--- src/rtl/dmem_port_arbiter_if.sv ---
// rtl/dmem_port_arbiter_if.sv - requester and memory-side signals of the data-memory port arbiter
// master is the arbiter's view; slave is the view of the requesters plus memory.
interface dmem_port_arbiter_if #(
   parameter int DATA_WIDTH = 16,
   parameter int ADDR_WIDTH = 16
);
   logic                  st_req;
   logic [ADDR_WIDTH-1:0] st_addr;
   logic [DATA_WIDTH-1:0] st_wdata;
   logic [1:0]            st_mask;
   logic                  st_resp;
   logic                  ld_req;
   logic [ADDR_WIDTH-1:0] ld_addr;
   logic                  ld_resp;
   logic [DATA_WIDTH-1:0] ld_rdata;
   logic                  flush;
   logic                  dmem_read;
   logic                  dmem_write;
   logic [ADDR_WIDTH-1:0] dmem_address;
   logic [DATA_WIDTH-1:0] dmem_wdata;
   logic [1:0]            dmem_byte_enable;
   logic                  dmem_resp;
   logic [DATA_WIDTH-1:0] dmem_rdata;
   logic                  busy;

   modport master (
      input  st_req, st_addr, st_wdata, st_mask, ld_req, ld_addr, flush, dmem_resp, dmem_rdata,
      output st_resp, ld_resp, ld_rdata, dmem_read, dmem_write, dmem_address, dmem_wdata,
             dmem_byte_enable, busy
   );

   modport slave (
      output st_req, st_addr, st_wdata, st_mask, ld_req, ld_addr, flush, dmem_resp, dmem_rdata,
      input  st_resp, ld_resp, ld_rdata, dmem_read, dmem_write, dmem_address, dmem_wdata,
             dmem_byte_enable, busy
   );
endinterface

--- src/rtl/dmem_port_arbiter.sv ---
// rtl/dmem_port_arbiter.sv - shares one data-memory port between commit stores and buffered loads
// Stores win the port until a waiting load has lost STARVE_LIMIT grants in a row.
module dmem_port_arbiter #(
   parameter int DATA_WIDTH   = 16,
   parameter int ADDR_WIDTH   = 16,
   parameter int STARVE_LIMIT = 4
) (
   input logic                 clk,
   input logic                 reset,
   dmem_port_arbiter_if.master bus
);
   localparam int               CNT_W   = $clog2(STARVE_LIMIT + 1);
   localparam logic [CNT_W-1:0] CNT_MAX = CNT_W'(STARVE_LIMIT);

   typedef enum logic [1:0] {IDLE, STORE, LOAD, DRAIN} state_t;

   state_t                state_q, state_d;
   logic [CNT_W-1:0]      starve_cnt_q, starve_cnt_d;
   logic [ADDR_WIDTH-1:0] addr_q, addr_d;
   logic [DATA_WIDTH-1:0] wdata_q, wdata_d;
   logic [1:0]            mask_q, mask_d;
   logic                  load_forced;

   assign load_forced = bus.ld_req && (starve_cnt_q == CNT_MAX);

   always_comb begin
      state_d      = state_q;
      starve_cnt_d = starve_cnt_q;
      addr_d       = addr_q;
      wdata_d      = wdata_q;
      mask_d       = mask_q;
      case (state_q)
         IDLE: begin
            if (bus.st_req && !load_forced) begin
               state_d = STORE;
               addr_d  = bus.st_addr;
               wdata_d = bus.st_wdata;
               mask_d  = bus.st_mask;
               if (!bus.ld_req) begin
                  starve_cnt_d = '0;
               end else if (starve_cnt_q != CNT_MAX) begin
                  starve_cnt_d = starve_cnt_q + CNT_W'(1);
               end
            end else if (bus.ld_req && !bus.flush) begin
               state_d      = LOAD;
               addr_d       = bus.ld_addr;
               mask_d       = 2'b11;
               starve_cnt_d = '0;
            end
         end
         STORE: if (bus.dmem_resp) state_d = IDLE;
         // A flushed load keeps its read strobe in DRAIN so the memory access is never cut short.
         LOAD: begin
            if (bus.dmem_resp) state_d = IDLE;
            else if (bus.flush) state_d = DRAIN;
         end
         DRAIN: if (bus.dmem_resp) state_d = IDLE;
         default: state_d = IDLE;
      endcase
      if (bus.flush) starve_cnt_d = '0;
   end

   always_ff @(posedge clk or posedge reset) begin
      if (reset) begin
         state_q      <= IDLE;
         starve_cnt_q <= '0;
         addr_q       <= '0;
         wdata_q      <= '0;
         mask_q       <= '0;
      end else begin
         state_q      <= state_d;
         starve_cnt_q <= starve_cnt_d;
         addr_q       <= addr_d;
         wdata_q      <= wdata_d;
         mask_q       <= mask_d;
      end
   end

   assign bus.dmem_write       = (state_q == STORE);
   assign bus.dmem_read        = (state_q == LOAD) || (state_q == DRAIN);
   assign bus.busy             = (state_q != IDLE);
   assign bus.dmem_address     = addr_q;
   assign bus.dmem_wdata       = wdata_q;
   assign bus.dmem_byte_enable = mask_q;
   assign bus.st_resp          = (state_q == STORE) && bus.dmem_resp;
   assign bus.ld_resp          = (state_q == LOAD) && bus.dmem_resp && !bus.flush;
   assign bus.ld_rdata         = bus.ld_resp ? bus.dmem_rdata : '0;
endmodule

--- src/flat_wrapper.sv ---
// flat-port wrapper written by rule: the top's interface ports become plain ports
module dmem_port_arbiter_flat 
#(
   parameter int DATA_WIDTH   = 16,
   parameter int ADDR_WIDTH   = 16,
   parameter int STARVE_LIMIT = 4
)
  (clk, reset, bus_st_req, bus_st_addr, bus_st_wdata, bus_st_mask, bus_ld_req, bus_ld_addr, bus_flush, bus_dmem_resp, bus_dmem_rdata, bus_st_resp, bus_ld_resp, bus_ld_rdata, bus_dmem_read, bus_dmem_write, bus_dmem_address, bus_dmem_wdata, bus_dmem_byte_enable, bus_busy);
  dmem_port_arbiter_if #(.DATA_WIDTH(DATA_WIDTH), .ADDR_WIDTH(ADDR_WIDTH)) bus_i ();
  input logic clk;
  input logic reset;
  input wire logic [$bits(bus_i.st_req)-1:0] bus_st_req;
  input wire logic [$bits(bus_i.st_addr)-1:0] bus_st_addr;
  input wire logic [$bits(bus_i.st_wdata)-1:0] bus_st_wdata;
  input wire logic [$bits(bus_i.st_mask)-1:0] bus_st_mask;
  input wire logic [$bits(bus_i.ld_req)-1:0] bus_ld_req;
  input wire logic [$bits(bus_i.ld_addr)-1:0] bus_ld_addr;
  input wire logic [$bits(bus_i.flush)-1:0] bus_flush;
  input wire logic [$bits(bus_i.dmem_resp)-1:0] bus_dmem_resp;
  input wire logic [$bits(bus_i.dmem_rdata)-1:0] bus_dmem_rdata;
  output wire logic [$bits(bus_i.st_resp)-1:0] bus_st_resp;
  output wire logic [$bits(bus_i.ld_resp)-1:0] bus_ld_resp;
  output wire logic [$bits(bus_i.ld_rdata)-1:0] bus_ld_rdata;
  output wire logic [$bits(bus_i.dmem_read)-1:0] bus_dmem_read;
  output wire logic [$bits(bus_i.dmem_write)-1:0] bus_dmem_write;
  output wire logic [$bits(bus_i.dmem_address)-1:0] bus_dmem_address;
  output wire logic [$bits(bus_i.dmem_wdata)-1:0] bus_dmem_wdata;
  output wire logic [$bits(bus_i.dmem_byte_enable)-1:0] bus_dmem_byte_enable;
  output wire logic [$bits(bus_i.busy)-1:0] bus_busy;
  assign bus_i.st_req = bus_st_req;
  assign bus_i.st_addr = bus_st_addr;
  assign bus_i.st_wdata = bus_st_wdata;
  assign bus_i.st_mask = bus_st_mask;
  assign bus_i.ld_req = bus_ld_req;
  assign bus_i.ld_addr = bus_ld_addr;
  assign bus_i.flush = bus_flush;
  assign bus_i.dmem_resp = bus_dmem_resp;
  assign bus_i.dmem_rdata = bus_dmem_rdata;
  assign bus_st_resp = bus_i.st_resp;
  assign bus_ld_resp = bus_i.ld_resp;
  assign bus_ld_rdata = bus_i.ld_rdata;
  assign bus_dmem_read = bus_i.dmem_read;
  assign bus_dmem_write = bus_i.dmem_write;
  assign bus_dmem_address = bus_i.dmem_address;
  assign bus_dmem_wdata = bus_i.dmem_wdata;
  assign bus_dmem_byte_enable = bus_i.dmem_byte_enable;
  assign bus_busy = bus_i.busy;
  dmem_port_arbiter #(.DATA_WIDTH(DATA_WIDTH), .ADDR_WIDTH(ADDR_WIDTH), .STARVE_LIMIT(STARVE_LIMIT)) u_core (.clk(clk), .reset(reset), .bus(bus_i));
endmodule
--- config.mk ---
export PLATFORM = sky130hd
export DESIGN_NAME = dmem_port_arbiter_flat
export DESIGN_NICKNAME = d
export VERILOG_FILES = /design/src/rtl/dmem_port_arbiter_if.sv /design/src/rtl/dmem_port_arbiter.sv /design/src/flat_wrapper.sv
export SDC_FILE = /design/constraint.sdc
export NUM_CORES = 1
export LEC_CHECK = 0
export BUFFER_PORTS_ARGS = -buffer_cell sky130_fd_sc_hd__buf_2
export CAP_MARGIN = 20
export CELL_PAD_IN_SITES_DETAIL_PLACEMENT = 0
export CELL_PAD_IN_SITES_GLOBAL_PLACEMENT = 1
export CORE_AREA = 2 2 87 89
export DETAILED_ROUTE_END_ITERATION = 8
export DIE_AREA = 0 0 89 91
export PLACE_DENSITY = 0.89
export SLEW_MARGIN = 20
export SYNTH_ARGS = -nofsm -noshare
export SYNTH_HDL_FRONTEND = slang
export SYNTH_SLANG_ARGS = --single-unit
export TNS_END_PERCENT = 1
--- constraint.sdc ---
create_clock -name clk -period 2.3 [get_ports clk]
set_clock_uncertainty 0.05 [all_clocks]
set_input_delay 0.46 -clock clk [delete_from_list [all_inputs] [get_ports clk]]
set_output_delay 0.46 -clock clk [all_outputs]
set_load 0.005 [all_outputs]
==> flow_summary.ini <==
[die]
top_level_ports = 127
rows = 31
dieArea_sq_mm = 0.00810
start_util = 0.311
dieWidth_um = 89
die_height_um = 91
core_sq_mm = 0.00714

[run]
max-cap-violations = 0

[grt]
grt_max_degree = 40
grt_pass1_wl_um = 9360
grt_use_total = 0.144
antenna_found_initial = 0
grt.overflow.total = 0
grt_pass1_vias = 2020

[cells_and_area]
fin_nets = 406
syn_to_final_growth_pct = 37.1
insertedDiodeCount = 0
drive_gt1_frac = 0.541

[clocking]
cts_buffer_depth = 2
h-tree-depth = 2
cts_sinks = 39
cts_resized = 0
cts_made_buffers = 5
path_clk_slew_ns = 0.08
cts_hold_buf = 0
clockRootBuffer = clkbuf_8
postCtsSetupBuffers = 0
cts_tree = built
clock_latency_ns = 0.29

[synthesis]
yosys_warnings = 0
yosys-top-cells-area = dfrtp_1, mux2_2, mux2_4
yosysSeqAreaShare = 0.440
yosys.area.top_type = dfrtp_1
synthCells = 206
syn_nets = 280
syn_area_sq_mm = 0.00222
postSynthRegisterBits = 39
yosys.area.top_type_share = 0.440
synth_area_per_cell_sq_um = 10.8
synthArstFlopShare = 1.00
synth_most_common_cell = dfrtp_1
yosys-top-cells-count = dfrtp_1, mux2_2, nand4_1
ys_types = 33
synth_edf_count = 0
dominantRegCellSynth = dfrtp_1

[placement]
place.gp.congestion = 0.719
io_buffers = 126
hpwl_um = 4340

[critical_path]
start_kind = flop
critPathKind = flop to output port
crit_required_ns = 1.79
worstPathArrival_ns = 1.56
crit_fanout = 17
endpoint_kind = output port

[power]
power.total_mw = 2.24
leakage_nw = 1.53
p_per_area_mw_per_mm2 = 735
ir_drop_mv = 0.370

[sta]
setup-tns-final_ns = 0
relSlewSlack = 0.653
fin_crit_ns = 2.07
tightest_slew_ns = 0.520
slew_violations = 0
setup_violations = 0
fmaxAchievable_ghz = 0.483
rsz0062_at_grt = no
min_period_over_period = 0.901
final-hold-violation-count = 0

[routing]
num_vias = 1996
routed_via_density = 4.62
met1_length_um = 2560
first_pass_iters = 4
dr.max_layer_used = met4
routed_wl_um = 5790
wl_met3_um = 421
antenna_left = 0
drt-wirelength-per-cell_um = 13.4
drc = 0
met2_length_um = 2790
initialDrtViolationCount = 82

[status]
outcome = finished clean

[hold_path]
hold_class = input pin to async pin
==> state kept, by name, summed over array words and instances, names as in the netlist <==
| name | flops |
|---|---|
| u_core.bus.dmem_wdata | 16 |
| u_core.state_q | 2 |
| u_core.starve_cnt_q | 3 |
| u_core.bus.dmem_address | 16 |
| u_core.bus.dmem_byte_enable | 2 |
==> logic make-up (layout without fill, tap and decap cells) <==
group | count (synthesis) | count (layout) | synth area share
flip-flops | 39 | 39 | 0.440
adder cells (fa/ha/maj) | 2 | 2 | 0.0113
buffers and inverters | 23 | 150 | 0.0496
multiplexers | 34 | 34 | 0.188
AND/OR/NAND/NOR | 81 | 81 | 0.221
AO/OA/AOI/OAI | 27 | 27 | 0.0902
==> per-stage QoR <==
step / utilization / setup WS, ns / instances / hold WS (ns) / area (sq um)
after detailed placement: 0.414 / 0.290 / 424 / 0.439 / 2960
after global placement: 0.414 / 0.326 / 424 / 0.432 / 2960
after global routing: 0.426 / 0.0416 / 432 / 0.281 / 3040
after floorplan: - / 0.421 / 206 / 0.454 / 2220
final: 0.426 / 0.228 / 432 / 0.225 / 3040
after CTS: 0.426 / 0.206 / 432 / 0.246 / 3040
==> power breakdown <==
group          switching, mW  internal [mW]
logic                  0.312          0.456
clock network          0.240          0.212
registers              0.120          0.897
total                  0.672           1.56
==> layout by cell type, fill, tap and decap left out, types with 3 or more instances in the layout <==
cell type / netlist / final
mux2_2: 22 / 22
o21ai_0: 3 / 3
and2_1: 17 / 17
nor2_1: 3 / 3
o211ai_1: 16 / 16
buf_4: 1 / 9
buf_2: 3 / 126
clkbuf_8: 0 / 5
a21oi_1: 4 / 4
dfrtp_1: 39 / 39
nand2b_1: 16 / 16
nand4_1: 18 / 18
nand2_1: 17 / 17
mux2_4: 10 / 10
inv_1: 6 / 5
==> path summary, 6_finish.rpt <==
kind                                            from                     endpoint  slack, ns  depth (start not counted)
min in group clk                       bus_dmem_resp            u_core.state_q[0]       0.34                          2
max in group asynchronous                      reset  u_core.bus.dmem_address[15]       1.62                          3
max                                u_core.state_q[1]              bus_ld_rdata[2]       0.23                          4
min reg2reg                u_core.bus.dmem_wdata[11]    u_core.bus.dmem_wdata[11]       0.45                          1
max reg2reg                   u_core.starve_cnt_q[0]  u_core.bus.dmem_address[15]       0.34                          7
min                                            reset    u_core.bus.dmem_wdata[10]       0.23                          3
==> area by class of cell <==
cell class | count | area, sq um
clock buffers | 6 | 72.6
clock inverters | 2 | 12.5
fillers | 735 | 4090
inverters | 7 | 26.3
multi-input cells | 144 | 1130
flip-flops and latches | 39 | 976
well taps | 99 | 124
repair buffers | 135 | 698
==> worst max-delay path, stage by stage, from the launching register on <==
cell and delay, ns:
dfrtp_1 0.53, nor4b_2 0.27, buf_4 0.22, and2_1 0.14, buf_2 0.11
==> routing by layer <==
metal  track usage  up-vias
li1              -      981
met1         0.187      936
met2         0.238       74
met3        0.0418        5
met4        0.0274        0
met5             0        -
No activity file was read; power rests on OpenSTA's default activity.
